### config.mk
export PLATFORM = sky130hd
export DESIGN_NAME = adc_stream_tx
export DESIGN_NICKNAME = d
export VERILOG_FILES = /design/src/rtl/adc_stream_tx_pkg.sv /design/src/rtl/adc_tx_lfsr8.sv /design/src/rtl/adc_stream_tx.sv
export SDC_FILE = /design/constraint.sdc
export NUM_CORES = 1
export LEC_CHECK = 0
export ABC_AREA = 1
export BUFFER_PORTS_ARGS = -buffer_cell sky130_fd_sc_hd__buf_2
export CELL_PAD_IN_SITES_DETAIL_PLACEMENT = 1
export CELL_PAD_IN_SITES_GLOBAL_PLACEMENT = 2
export CORE_MARGIN = 5
export CORE_UTILIZATION = 37
export CTS_CLUSTER_DIAMETER = 30
export DETAILED_ROUTE_END_ITERATION = 12
export GPL_TIMING_DRIVEN = 1
export PLACE_DENSITY_LB_ADDON = 0.1
export SLEW_MARGIN = 20
export SYNTH_ARGS = -nofsm -noshare
export SYNTH_HDL_FRONTEND = slang
export SYNTH_SLANG_ARGS = --single-unit
### constraint.sdc
create_clock -name clk_pin_p -period 10.3 [get_ports clk_pin_p]
set_input_delay 1.545 -clock clk_pin_p [delete_from_list [all_inputs] [get_ports clk_pin_p]]
set_output_delay 1.545 -clock clk_pin_p [all_outputs]
set_load 0.02 [all_outputs]
### src/rtl/adc_stream_tx_pkg.sv
// Shared constants and types for the ADC sample stream transmitter.
// ADC_STREAM_TX_PRBS_EN selects the LFSR generator for mode 3; otherwise mode 3 is a ramp.
package adc_stream_tx_pkg;

  localparam int unsigned PRBS_W = 8;

  typedef enum logic [1:0] {
    MODE_RAMP  = 2'd0,
    MODE_TRI   = 2'd1,
    MODE_CONST = 2'd2,
    MODE_PRBS  = 2'd3
  } mode_e;

  typedef enum logic [1:0] {
    IDLE  = 2'd0,
    RUN   = 2'd1,
    DRAIN = 2'd2,
    DONE  = 2'd3
  } state_e;

  // x^8+x^6+x^5+x^4+1, Fibonacci form shifting towards the MSB
  localparam logic [PRBS_W-1:0] PRBS_SEED = 8'hFF;
  localparam logic [PRBS_W-1:0] PRBS_TAPS = 8'hB8;

  function automatic logic [PRBS_W-1:0] prbs_next(input logic [PRBS_W-1:0] s);
    return {s[PRBS_W-2:0], ^(s & PRBS_TAPS)};
  endfunction

endpackage

### src/rtl/adc_tx_lfsr8.sv
// 8-bit PRBS generator with seed load and advance enable.
// Only built when ADC_STREAM_TX_PRBS_EN is defined.
`ifdef ADC_STREAM_TX_PRBS_EN
module adc_tx_lfsr8
  import adc_stream_tx_pkg::*;
(
  input  logic              clk,
  input  logic              rst,
  input  logic              load_i,
  input  logic              adv_i,
  output logic [PRBS_W-1:0] q_o
);

  logic [PRBS_W-1:0] lfsr_q;
  logic [PRBS_W-1:0] lfsr_d;

  always_comb begin
    lfsr_d = lfsr_q;
    if (load_i) begin
      lfsr_d = PRBS_SEED;
    end else if (adv_i) begin
      lfsr_d = prbs_next(lfsr_q);
    end
  end

  always_ff @(posedge clk or posedge rst) begin
    if (rst) begin
      lfsr_q <= PRBS_SEED;
    end else begin
      lfsr_q <= lfsr_d;
    end
  end

  assign q_o = lfsr_q;

endmodule
`endif

### src/rtl/adc_stream_tx.sv
// ADC sample stream transmitter: ramp/triangle/constant/PRBS samples at a programmable rate.
// Define ADC_STREAM_TX_PRBS_EN to make mode 3 a PRBS; without it mode 3 is a ramp.
module adc_stream_tx
  import adc_stream_tx_pkg::*;
#(
  parameter int unsigned DATA_W = 8,
  parameter int unsigned CNT_W  = 16,
  parameter int unsigned DIV_W  = 8
) (
  input  logic              clk_pin_p,
  input  logic              rst_pin,
  input  logic              start_i,
  input  logic              stop_i,
  input  logic [1:0]        mode_i,
  input  logic [DIV_W-1:0]  rate_div_i,
  input  logic [CNT_W-1:0]  burst_len_i,
  input  logic [DATA_W-1:0] const_i,
  input  logic              adc_ready_i,
  output logic [DATA_W-1:0] adc_data_o,
  output logic              adc_valid_o,
  output logic              busy_o,
  output logic              done_o,
  output logic [CNT_W-1:0]  sample_cnt_o,
  output logic              overrun_o
);

  state_e            state_q, state_d;
  mode_e             mode_q, mode_d;
  logic [DIV_W-1:0]  rate_q, rate_d;
  logic [CNT_W-1:0]  burst_q, burst_d;
  logic [DATA_W-1:0] const_q, const_d;
  logic [DIV_W-1:0]  div_q, div_d;
  logic [CNT_W-1:0]  issued_q, issued_d;
  logic [CNT_W-1:0]  cnt_q, cnt_d;
  logic              ovr_q, ovr_d;
  logic [DATA_W-1:0] data_q, data_d;
  logic              valid_q, valid_d;
  logic              busy_q, busy_d;
  logic              done_q, done_d;
  logic [DATA_W-1:0] ramp_q, ramp_d;
  logic [DATA_W-1:0] tri_q, tri_d;
  logic              tri_up_q, tri_up_d;

  logic              begin_run;
  logic              hs;
  logic              tick;
  logic              load;
  logic              last;
  logic [DATA_W-1:0] gen_sample;

`ifdef ADC_STREAM_TX_PRBS_EN
  logic [PRBS_W-1:0] prbs_val;

  adc_tx_lfsr8 u_lfsr (
    .clk    (clk_pin_p),
    .rst    (rst_pin),
    .load_i (begin_run),
    .adv_i  (load),
    .q_o    (prbs_val)
  );
`endif

  // Handshake, rate tick and sample-load qualifiers
  always_comb begin
    begin_run = (state_q == IDLE) && start_i && !stop_i;
    hs        = valid_q && adc_ready_i;
    tick      = (state_q == RUN) && (div_q == '0);
    load      = tick && (!valid_q || adc_ready_i);
    last      = load && (burst_q != '0) && ((issued_q + CNT_W'(1)) == burst_q);
  end

  // Sample source selected by the latched mode
  always_comb begin
    gen_sample = ramp_q;
    case (mode_q)
      MODE_TRI:   gen_sample = tri_q;
      MODE_CONST: gen_sample = const_q;
`ifdef ADC_STREAM_TX_PRBS_EN
      MODE_PRBS:  gen_sample = DATA_W'(prbs_val);
`endif
      default:    gen_sample = ramp_q;
    endcase
  end

  always_comb begin
    state_d  = state_q;
    mode_d   = mode_q;
    rate_d   = rate_q;
    burst_d  = burst_q;
    const_d  = const_q;
    div_d    = div_q;
    issued_d = issued_q;
    cnt_d    = cnt_q;
    ovr_d    = ovr_q;
    data_d   = data_q;
    valid_d  = valid_q;
    ramp_d   = ramp_q;
    tri_d    = tri_q;
    tri_up_d = tri_up_q;

    case (state_q)
      IDLE: begin
        if (begin_run) begin
          state_d  = RUN;
          mode_d   = mode_e'(mode_i);
          rate_d   = rate_div_i;
          burst_d  = burst_len_i;
          const_d  = const_i;
          div_d    = '0;
          issued_d = '0;
          cnt_d    = '0;
          ovr_d    = 1'b0;
          ramp_d   = '0;
          tri_d    = '0;
          tri_up_d = 1'b1;
        end
      end
      RUN: begin
        div_d = (div_q == rate_q) ? '0 : div_q + DIV_W'(1);
        if (stop_i || last) begin
          state_d = DRAIN;
        end
      end
      DRAIN: begin
        if (!valid_q || adc_ready_i) begin
          state_d = DONE;
        end
      end
      DONE: begin
        state_d = IDLE;
      end
      default: begin
        state_d = IDLE;
      end
    endcase

    // A tick that finds the previous sample still waiting is dropped and flagged
    if (tick && valid_q && !adc_ready_i) begin
      ovr_d = 1'b1;
    end

    if (hs && (cnt_q != '1)) begin
      cnt_d = cnt_q + CNT_W'(1);
    end

    if (load) begin
      data_d   = gen_sample;
      valid_d  = 1'b1;
      issued_d = issued_q + CNT_W'(1);
      ramp_d   = ramp_q + DATA_W'(1);
      if (tri_up_q) begin
        if (tri_q == '1) begin
          tri_d    = tri_q - DATA_W'(1);
          tri_up_d = 1'b0;
        end else begin
          tri_d = tri_q + DATA_W'(1);
        end
      end else begin
        if (tri_q == '0) begin
          tri_d    = DATA_W'(1);
          tri_up_d = 1'b1;
        end else begin
          tri_d = tri_q - DATA_W'(1);
        end
      end
    end else if (hs) begin
      valid_d = 1'b0;
    end

    busy_d = (state_d == RUN) || (state_d == DRAIN);
    done_d = (state_d == DONE);
  end

  always_ff @(posedge clk_pin_p or posedge rst_pin) begin
    if (rst_pin) begin
      state_q  <= IDLE;
      mode_q   <= MODE_RAMP;
      rate_q   <= '0;
      burst_q  <= '0;
      const_q  <= '0;
      div_q    <= '0;
      issued_q <= '0;
      cnt_q    <= '0;
      ovr_q    <= 1'b0;
      data_q   <= '0;
      valid_q  <= 1'b0;
      busy_q   <= 1'b0;
      done_q   <= 1'b0;
      ramp_q   <= '0;
      tri_q    <= '0;
      tri_up_q <= 1'b1;
    end else begin
      state_q  <= state_d;
      mode_q   <= mode_d;
      rate_q   <= rate_d;
      burst_q  <= burst_d;
      const_q  <= const_d;
      div_q    <= div_d;
      issued_q <= issued_d;
      cnt_q    <= cnt_d;
      ovr_q    <= ovr_d;
      data_q   <= data_d;
      valid_q  <= valid_d;
      busy_q   <= busy_d;
      done_q   <= done_d;
      ramp_q   <= ramp_d;
      tri_q    <= tri_d;
      tri_up_q <= tri_up_d;
    end
  end

  assign adc_data_o   = data_q;
  assign adc_valid_o  = valid_q;
  assign busy_o       = busy_q;
  assign done_o       = done_q;
  assign sample_cnt_o = cnt_q;
  assign overrun_o    = ovr_q;

endmodule

==> impl_metrics.yaml <==
power:
  switchingPower_mw: 0.768
  pwr-share-clk_pct: 19.2
  combPwrFrac_pct: 41.8
  p_int_mw: 0.997
  power.leakage_nw: 3.20
  vdd_ir_drop_max_uv: 93.3
  sw_frac_of_total_pct: 43.5
  p_seq_share_pct: 38.9
  pwr_density_cell_nw_per_um2: 266
clock_tree:
  cts.repair.resized: 0
  clkLatencyLatePin_ns: 0.36
  clockBufferDepth: 2
  clock_sinks: 105
  cts_tree: "done"
  h-tree-depth: 3
  postCtsSetupBuffers: 0
  hold_buffers: 0
  path_clk_slew_ns: 0.07
  cts-root-buf: "clkbuf_16"
  cts_buffers: 9
synthesis:
  ys_async_sr_fraction_pct: 100
  synthTopCellsByArea: "dfrtp_1 (45%), nand2_1 (13%), inv_1 (6.9%)"
  synth-edff-count: 0
  yosys_warnings: 0
  avgSynthCellArea_um2: 7.73
  synth_top_area_share_pct: 44.9
  synth_cell_type_count: 41
  synth_nets: 800
  syn_inst: 750
  ys_seq_area_share_pct: 45.3
  syn_area_um2: 5800
  yosys-top-cells-count: "nand2_1 (206), inv_1 (106), dfrtp_1 (104)"
  synth_most_common_cell: "nand2_1"
  ys_dominant_reg_cell: "dfrtp_1"
  ys_ff_latch: 105
  synth_top_area_cell: "dfrtp_1"
floorplan:
  ioPinCount: 67
  core_area_um2: 15300
  die_x_um: 135
  fp.dieArea_um2: 18300
  row_count: 45
  initial_core_util_pct: 37.9
  die_y_um: 135
place:
  routabilityCongestion: 0.810
  place_hpwl_um: 11400
  numPortBuffers: 66
job:
  maxCapViolCount: 0
global_routing:
  gr-usage-all-layers_pct: 17.7
  grt_pass1_vias: 5322
  grt_max_degree: 71
  antenna_found_initial: 0
  grt_pass1_wl_um: 26300
  overflow: 0
sta:
  rsz0062_at_grt: "no"
  min_period_over_period_pct: 32.4
  max_slew_margin_pct: 38.4
  final_max_slew_viol_count: 0
  fmax_mhz: 300
  finalSetupViolCount: 0
  min_period_ns: 3.33
  tightestPinTransition_ns: 0.925
  tns_ns: 0
  worst_hold_slack_ns: 0.487
  hold_viol_final: 0
  finClkSkew_ns: 0.00631
finish:
  finalNetCount: 864
  antennaDiodeCount: 0
  areaGrowthSynthToFinish_pct: 14.3
  layout-drive-gt1-share_pct: 13.7
routing:
  routed-wl-met3_um: 366
  met1Wirelength_um: 7510
  wl_um: 15500
  initialDrtViolationCount: 202
  drc: 0
  firstDrtPassIters: 4
  wl_met2_um: 7380
  vias: 5085
  viasPerCell: 4.94
  wl_per_cell_um: 15.0
  top_layer_used: "met4"
  ant_nets: 0
setup_path:
  critPathMaxFanout: 63
  end_kind: "register"
  critPathLaunchType: "input port"
  crit_arrival_ns: 3.58
  required_ns: 10.54
  crit_type: "input port to register"
worst_hold_path:
  hp-class: "register to register"
outcome:
  status: "finished, final reports clean"
-- cells by family (layout without fill, tap and decap cells) --
group	after synthesis	in the layout	share of synthesized area, %
AO/OA/AOI/OAI	127	127	12.3
XOR/XNOR	28	28	4.70
adder cells (fa/ha/maj)	11	11	2.37
buffers and inverters	126	195	8.42
flip-flops	105	105	45.3
multiplexers	1	1	0.173
AND/OR/NAND/NOR	352	352	26.7
-- state kept, by name, indices dropped and copies added, names as in the netlist --
name          cells
issued_q         16
burst_q          16
rate_q            8
ramp_q            8
overrun_o         1
tri_q             8
sample_cnt_o     16
adc_valid_o       1
state_q           2
busy_o            1
tri_up_q          1
adc_data_o        8
div_q             8
done_o            1
const_q           8
mode_q            2
-- path summary, 6_finish.rpt --
path,depth (start not counted),start,endpoint,slack (ns)
max,8,start_i,issued_q[1]$_DFFE_PP0P_,6.97
min,2,adc_data_o[5]$_DFFE_PP0P_,adc_data_o[5]$_DFFE_PP0P_,0.49
max reg2reg,8,state_q[1]$_DFF_PP0_,issued_q[1]$_DFFE_PP0P_,7.66
max in group asynchronous,3,rst_pin,div_q[7]$_DFFE_PP0P_,7.81
min reg2reg,2,adc_data_o[5]$_DFFE_PP0P_,adc_data_o[5]$_DFFE_PP0P_,0.49
min in group asynchronous,2,rst_pin,tri_q[3]$_DFFE_PP0P_,1.21
-- layer usage --
metal | GRT usage [%] | up-vias
met4 | 5.38 | 0
met1 | 24.0 | 2452
met5 | 0 | -
met3 | 2.56 | 15
li1 | - | 2562
met2 | 29.3 | 56
-- power by group through the flow --
stage          Sequential [mW]  Combinational (mW)  Clock, mW
2_1_floorplan            0.692               0.527          0
4_1_cts                  0.690               0.752      0.348
6_report                 0.687               0.738      0.339
3_3_place_gp             0.691               0.722          0
5_1_grt                  0.711               0.850      0.367
3_5_place_dp             0.696               0.748          0
-- critical path: stages --
cell     delay, ns
buf_2         0.08
nand2_1       0.08
nor2_4        0.07
buf_4         0.45
inv_1         0.42
nand2_2       0.61
inv_2         0.09
a22o_1        0.20
-- cell usage in the layout, fill, tap and decap left out, types with 2 or more instances in the layout --
| master | count |
|---|---|
| a21oi_1 | 9 |
| a31oi_1 | 4 |
| buf_2 | 66 |
| buf_4 | 3 |
| clkbuf_16 | 9 |
| clkbuf_8 | 2 |
| clkinvlp_4 | 3 |
| dfrtp_1 | 104 |
| ha_1 | 11 |
| inv_1 | 105 |
| inv_2 | 4 |
| nand2_1 | 205 |
| nand2_2 | 4 |
| nand3_1 | 55 |
| nand4_1 | 13 |
| nand4_2 | 2 |
| nor2_1 | 45 |
| nor2_2 | 4 |
| nor2_4 | 3 |
| nor3_1 | 9 |
| nor4_2 | 2 |
| o21ai_0 | 68 |
| o21ai_1 | 6 |
| o21bai_1 | 2 |
| o22ai_1 | 29 |
| o32ai_1 | 4 |
| or2_1 | 2 |
| or2_2 | 4 |
| xnor2_1 | 7 |
| xnor3_1 | 2 |
| xor2_1 | 19 |
-- stage by stage --
step           cell area [um2]  std cells  worst slack, ns  power [mW]  utilization (%)
2_1_floorplan             5800        750             6.00        1.22                -
3_3_place_gp              6340       1014             6.26        1.41             41.4
3_5_place_dp              6340       1014             6.13        1.44             41.4
4_1_cts                   6630       1030             6.51        1.79             43.3
5_1_grt                   6630       1030             6.68        1.93             43.3
6_report                  6630       1030             6.97        1.76             43.3
-- layout make-up --
| cell class | instances | area (um2) |
|---|---|---|
| fill | 1952 | 8690 |
| multi-input combinational | 519 | 2680 |
| sequential | 105 | 2630 |
| inverter | 110 | 415 |
| timing repair buffer | 69 | 353 |
| tap | 211 | 264 |
| clock buffer | 12 | 256 |
| clock inverter | 4 | 27.5 |
Power figures use the tool's default switching activity.
